===== src/rtl/mem_c_reader.sv =====
// Streams the 64x64 result matrix out of MEM_C in index order, tagged with row/column, with an exact checksum.
// Latency: start sampled at edge T0, first SRAM read issued in the next cycle, out_valid from edge T0+2.
// Backpressure: 2-entry buffer; reads stop once buffered + in-flight words would exceed 2, out_* held while stalled.
module mem_c_reader #(
   parameter int DATA_W = 22,
   parameter int IDX_W  = 12,
   parameter int MUX_W  = 2
) (
   input  logic                      clk,
   input  logic                      rst,
   input  logic                      start,
   output logic                      busy,
   output logic                      done,
   output logic [IDX_W-MUX_W-1:0]    mem_a,
   output logic [MUX_W-1:0]          mem_mux,
   output logic                      mem_nce,
   output logic                      mem_nwrt,
   input  logic [DATA_W-1:0]         mem_q,
   output logic                      out_valid,
   input  logic                      out_ready,
   output logic [DATA_W-1:0]         out_data,
   output logic [5:0]                out_row,
   output logic [5:0]                out_col,
   output logic [DATA_W+IDX_W-1:0]   checksum
);

   typedef enum logic [1:0] {IDLE, READ, DRAIN, DONE} state_t;

   typedef struct packed {
      logic [IDX_W-1:0]  idx;
      logic [DATA_W-1:0] dat;
   } entry_t;

   localparam logic [IDX_W-1:0] LAST_IDX = {IDX_W{1'b1}};

   state_t           state_q, state_d;
   logic [IDX_W-1:0] rd_idx;
   logic [1:0]       occ;        // words held in the buffer
   entry_t           slot0;      // buffer head
   entry_t           slot1;
   logic             fly;        // a read was issued on the previous edge
   logic [IDX_W-1:0] fly_idx;    // index tag travelling with that read
   logic [2:0]       level;      // buffered + in-flight words after this edge, before any new issue
   logic             pop;
   logic             issue;
   entry_t           new_entry;

   assign out_valid = (occ != 2'd0);
   assign pop       = out_valid && out_ready;
   assign new_entry = '{idx: fly_idx, dat: mem_q};

   // Issue gate and next-state logic; a slot freed by this cycle's transfer is reusable immediately.
   always_comb begin
      state_d = state_q;
      level   = 3'(occ) + 3'(fly) - 3'(pop);
      issue   = 1'b0;
      case (state_q)
         IDLE: begin
            if (start) state_d = READ;
         end
         READ: begin
            issue = (level < 3'd2);
            if (issue && rd_idx == LAST_IDX) state_d = DRAIN;
         end
         DRAIN: begin
            if (level == 3'd0) state_d = DONE;
         end
         DONE: begin
            state_d = IDLE;
         end
         default: state_d = IDLE;
      endcase
   end

   assign busy     = (state_q == READ) || (state_q == DRAIN);
   assign done     = (state_q == DONE);
   assign mem_nce  = ~issue;
   assign mem_nwrt = 1'b1;
   assign mem_a    = rd_idx[IDX_W-1:MUX_W];
   assign mem_mux  = rd_idx[MUX_W-1:0];
   assign out_data = out_valid ? slot0.dat : '0;
   assign out_row  = out_valid ? slot0.idx[IDX_W-1 -: 6] : 6'd0;
   assign out_col  = out_valid ? slot0.idx[5:0] : 6'd0;

   // FSM state register.
   always_ff @(posedge clk) begin
      if (rst) state_q <= IDLE;
      else     state_q <= state_d;
   end

   // Read index, tag pipe, 2-entry buffer and checksum.
   always_ff @(posedge clk) begin
      if (rst) begin
         rd_idx   <= '0;
         occ      <= 2'd0;
         slot0    <= '0;
         slot1    <= '0;
         fly      <= 1'b0;
         fly_idx  <= '0;
         checksum <= '0;
      end else if (state_q == IDLE && start) begin
         rd_idx   <= '0;
         occ      <= 2'd0;
         fly      <= 1'b0;
         checksum <= '0;
      end else begin
         if (issue) rd_idx <= rd_idx + IDX_W'(1);
         fly     <= issue;
         fly_idx <= rd_idx;
         if (pop) checksum <= checksum + {{IDX_W{1'b0}}, out_data};
         case ({fly, pop})
            2'b10: begin
               if (occ == 2'd0) slot0 <= new_entry;
               else             slot1 <= new_entry;
               occ <= occ + 2'd1;
            end
            2'b01: begin
               slot0 <= slot1;
               occ   <= occ - 2'd1;
            end
            2'b11: begin
               if (occ == 2'd1) begin
                  slot0 <= new_entry;
               end else begin
                  slot0 <= slot1;
                  slot1 <= new_entry;
               end
            end
            default: ;
         endcase
      end
   end

   // The buffer must never receive a word while full and not draining.
   assert property (@(posedge clk) disable iff (rst) !(fly && !pop && occ == 2'd2));

endmodule

===== config.mk =====
export PLATFORM = sky130hd
export DESIGN_NAME = mem_c_reader
export DESIGN_NICKNAME = d
export VERILOG_FILES = /design/src/rtl/mem_c_reader.sv
export SDC_FILE = /design/constraint.sdc
export NUM_CORES = 1
export LEC_CHECK = 0
export ABC_AREA = 1
export BUFFER_PORTS_ARGS = -buffer_cell sky130_fd_sc_hd__buf_2
export CAP_MARGIN = 20
export CORE_MARGIN = 5
export CORE_UTILIZATION = 35
export CTS_CLUSTER_SIZE = 24
export DETAILED_ROUTE_END_ITERATION = 10
export PLACE_DENSITY = 0.51
export SLEW_MARGIN = 10
export SYNTH_ARGS = -nofsm -noshare
export SYNTH_HDL_FRONTEND = slang
export SYNTH_SLANG_ARGS = --single-unit

===== constraint.sdc =====
create_clock -name clk -period 8.39 [get_ports clk]
set_input_delay 0.839 -clock clk [delete_from_list [all_inputs] [get_ports clk]]
set_output_delay 0.839 -clock clk [all_outputs]
set_load 0.05 [all_outputs]

==> results.cfg <==
[yosys]
synthSimpleGateAreaFrac = 0.243
yosys.area_share.adder = 0.0634
synth_top_family_by_area = simple AND/OR/NAND/NOR gates
yosys-top-cells-area = dfxtp_1, inv_1, nand2_1, a21oi_1, o21ai_0
synth-seq-cells = 131
syn_inst = 1202
synth_mux_area_frac = 0
syn-mean-instance-area_um2 = 6.44
yosysTopAreaCell = dfxtp_1
yosys.area.top_type_share = 0.339
ys_types = 37
synth-main-ff-cell = dfxtp_1
syn_nets = 1266
synth_xor_area_frac = 0.0136
syn_area_mm2 = 0.00774
ys_warn_count = 0
async_flop_share = 0
synth_edf_count = 0
ys_seq_area_frac = 0.339
synth_compound_area_frac = 0.181

[min_path]
hold_path_end = slot1[17]
min_from = slot1[17]
min_path_cells = 2
min_path_type = reg2reg

[sta]
slew_headroom = 0.412
finalSetupTns_ps = 0
fin_crit_sh = 0.522
finalSetupViolations = 0
rsz0062_at_grt = false
hold_viol_final = 0
finClkSkew_ps = 11.6
fin_hold_ws_ps = 454
maxSlewViolCount = 0
period_needed_ps = 4380
fmax_mhz = 228
worst_slew_pin_slew_ps = 880

[clock_network]
clock_latency_ps = 430
clockBufferDepth = 2
clock-sinks = 131
clkTransAtPathRegs_ps = 60
cts_setup_buffers = 0
post_cts_resized = 0
cts_hold_buf = 0
tritoncts = yes
cts_buffers = 17
htree_levels = 4
cts-root-buf = clkbuf_16

[global_route]
grt_pass1_wl_um = 35500
grt_pass1_vias = 6800
overflow = 0
grt_max_degree = 72
track_usage = 0.178
antenna_found_initial = 0

[worst_setup_path]
cpLargestDelayFamily = buffers and inverters
max_stage_delay_ps = 640
required_ps = 7550
cp-end-kind = primary output
crit_path_start_kind = register
rr_startpoint = occ[1]
critPathSlowestCell = inv_2
crit_arrival_ps = 3540
critical_path_class = reg2out
crit_buf_inv = 6
ff2ff_path_depth = 16
regToRegEndpoint = rd_idx[8]
reg2reg_slack_ps = 4970
cp_cell_sequence = inv_2 > ha_1 > buf_4 > inv_4 > nand2_4 > inv_2 > ha_1 > fa_1 > nand3_2 > nor2_4 > inv_4 > buf_2
crit_path_max_fanout = 49

[job]
max_cap_violations = 0

[routing]
drcViolationCount = 0
dr.pass1.iters = 5
drt_wl_total_um = 22000
wl_per_cell_um = 13.8
ant_nets = 0
vias_per_cell = 4.62
drtIter0Drc = 338
dr_total_vias = 7327

[floorplanning]
core_area_mm2 = 0.0218
initial_core_util = 0.355
fp.dieH_um = 159
pin_count = 111
die_x_um = 159
rows = 54
die-area_mm2 = 0.0252

[placed_design]
portBuffers = 109
place_area_mm2 = 0.00847
dp_hpwl_um = 16100
gp_congestion = 0.846
dpl.cell_count = 1553

[finish]
design_area_mm2 = 0.00911
layout-drive-gt1-share = 0.139
fill_cells = 2394
syn_to_final_growth_pct = 17.8
n_antenna_cell = 0
final_common_cell = inv_1
final_cell_mix = inv_1, nand2_1, dfxtp_1, nor2_1, a21oi_1
num-nets-final = 1357
fin_cells = 1586

[status]
outcome = completed

[pwr]
power_density_mw_per_mm2 = 267
ir_drop_uv = 181
p_leak_nw = 4.49
==> metrics by stage <==
step / power, W / utilization / setup slack, ps
after global routing: 0.00260 / 0.418 / 3740
after global placement: 0.00165 / 0.388 / 4480
after CTS: 0.00246 / 0.417 / 3950
after detailed placement: 0.00165 / 0.388 / 4420
after floorplan: 0.00146 / - / 5070
final: 0.00244 / 0.418 / 4010
==> cell families after synthesis <==
| group | count (synthesis) |
|---|---|
| compound gates | 266 |
| flops | 131 |
| simple gates | 440 |
| fa+ha+maj | 38 |
| xor+xnor | 12 |
| buf+inv | 314 |
| other cells | 1 |
==> state kept, by name (all words and copies together) (netlist names) <==
| register | count |
|---|---|
| fly | 1 |
| state_q | 2 |
| fly_idx | 12 |
| rd_idx | 12 |
| slot0 | 34 |
| checksum | 34 |
| occ | 2 |
| slot1 | 34 |
==> cell type report <==
cell class                      count  area, um2  share of cell area
Timing Repair Buffer              115        603              0.0662
Clock inverter                     13        174              0.0191
Multi-Input combinational cell    757       3890               0.427
Clock buffer                       19        453              0.0497
Inverter                          271       1020               0.112
Tap cell                          280        350              0.0384
Sequential cell                   131       2620               0.288
==> metal layers <==
layer	global-route usage	wire (um)
met2	0.298	10300
met4	0.0378	204
met5	0	0
met1	0.233	10400
met3	0.0429	1050
==> worst reg2reg max path, cell delays in order (launching register included) <==
cell     delay, ps
dfxtp_1        340
inv_2          100
ha_1           150
buf_4          360
inv_4           90
nand2_4        140
inv_2          340
ha_1           360
fa_1           530
nand3_2        130
nor2_4         230
inv_4           90
nor2_4         100
nand2_2         60
nor2_2          90
xor2_1         140
nor2_1          50
==> how the worst max path moves through the flow <==
stage | to | from | slack (ps) | cells after the start
floorplan | mem_nce | occ[1] | 5070 | 13
global placement | mem_nce | occ[1] | 4480 | 12
detailed placement | mem_nce | occ[1] | 4420 | 12
CTS | mem_nce | occ[1] | 3950 | 12
global route | mem_nce | occ[1] | 3740 | 12
finish | mem_nce | occ[1] | 4010 | 12
==> synth_stat cells, drive strengths merged, types with 2 or more instances <==
master  instances
o21ai         109
fa              2
a21oi         118
o22ai          26
buf            27
nand2         229
dfxtp         131
a21o            2
nor3            7
ha             36
nor2          137
nand3          55
nand3b          3
inv           271
nand4           6
o21a           10
xor2           11
clkbuf         16
==> power breakdown <==
part | internal [W] | switching [W] | leakage (nW)
Sequential | 0.000739 | 0.0000690 | 1.06
Combinational | 0.000228 | 0.000601 | 3.13
Clock | 0.000489 | 0.000310 | 0.302
Total | 0.00146 | 0.000980 | 4.49
Power figures use the tool's default switching activity.
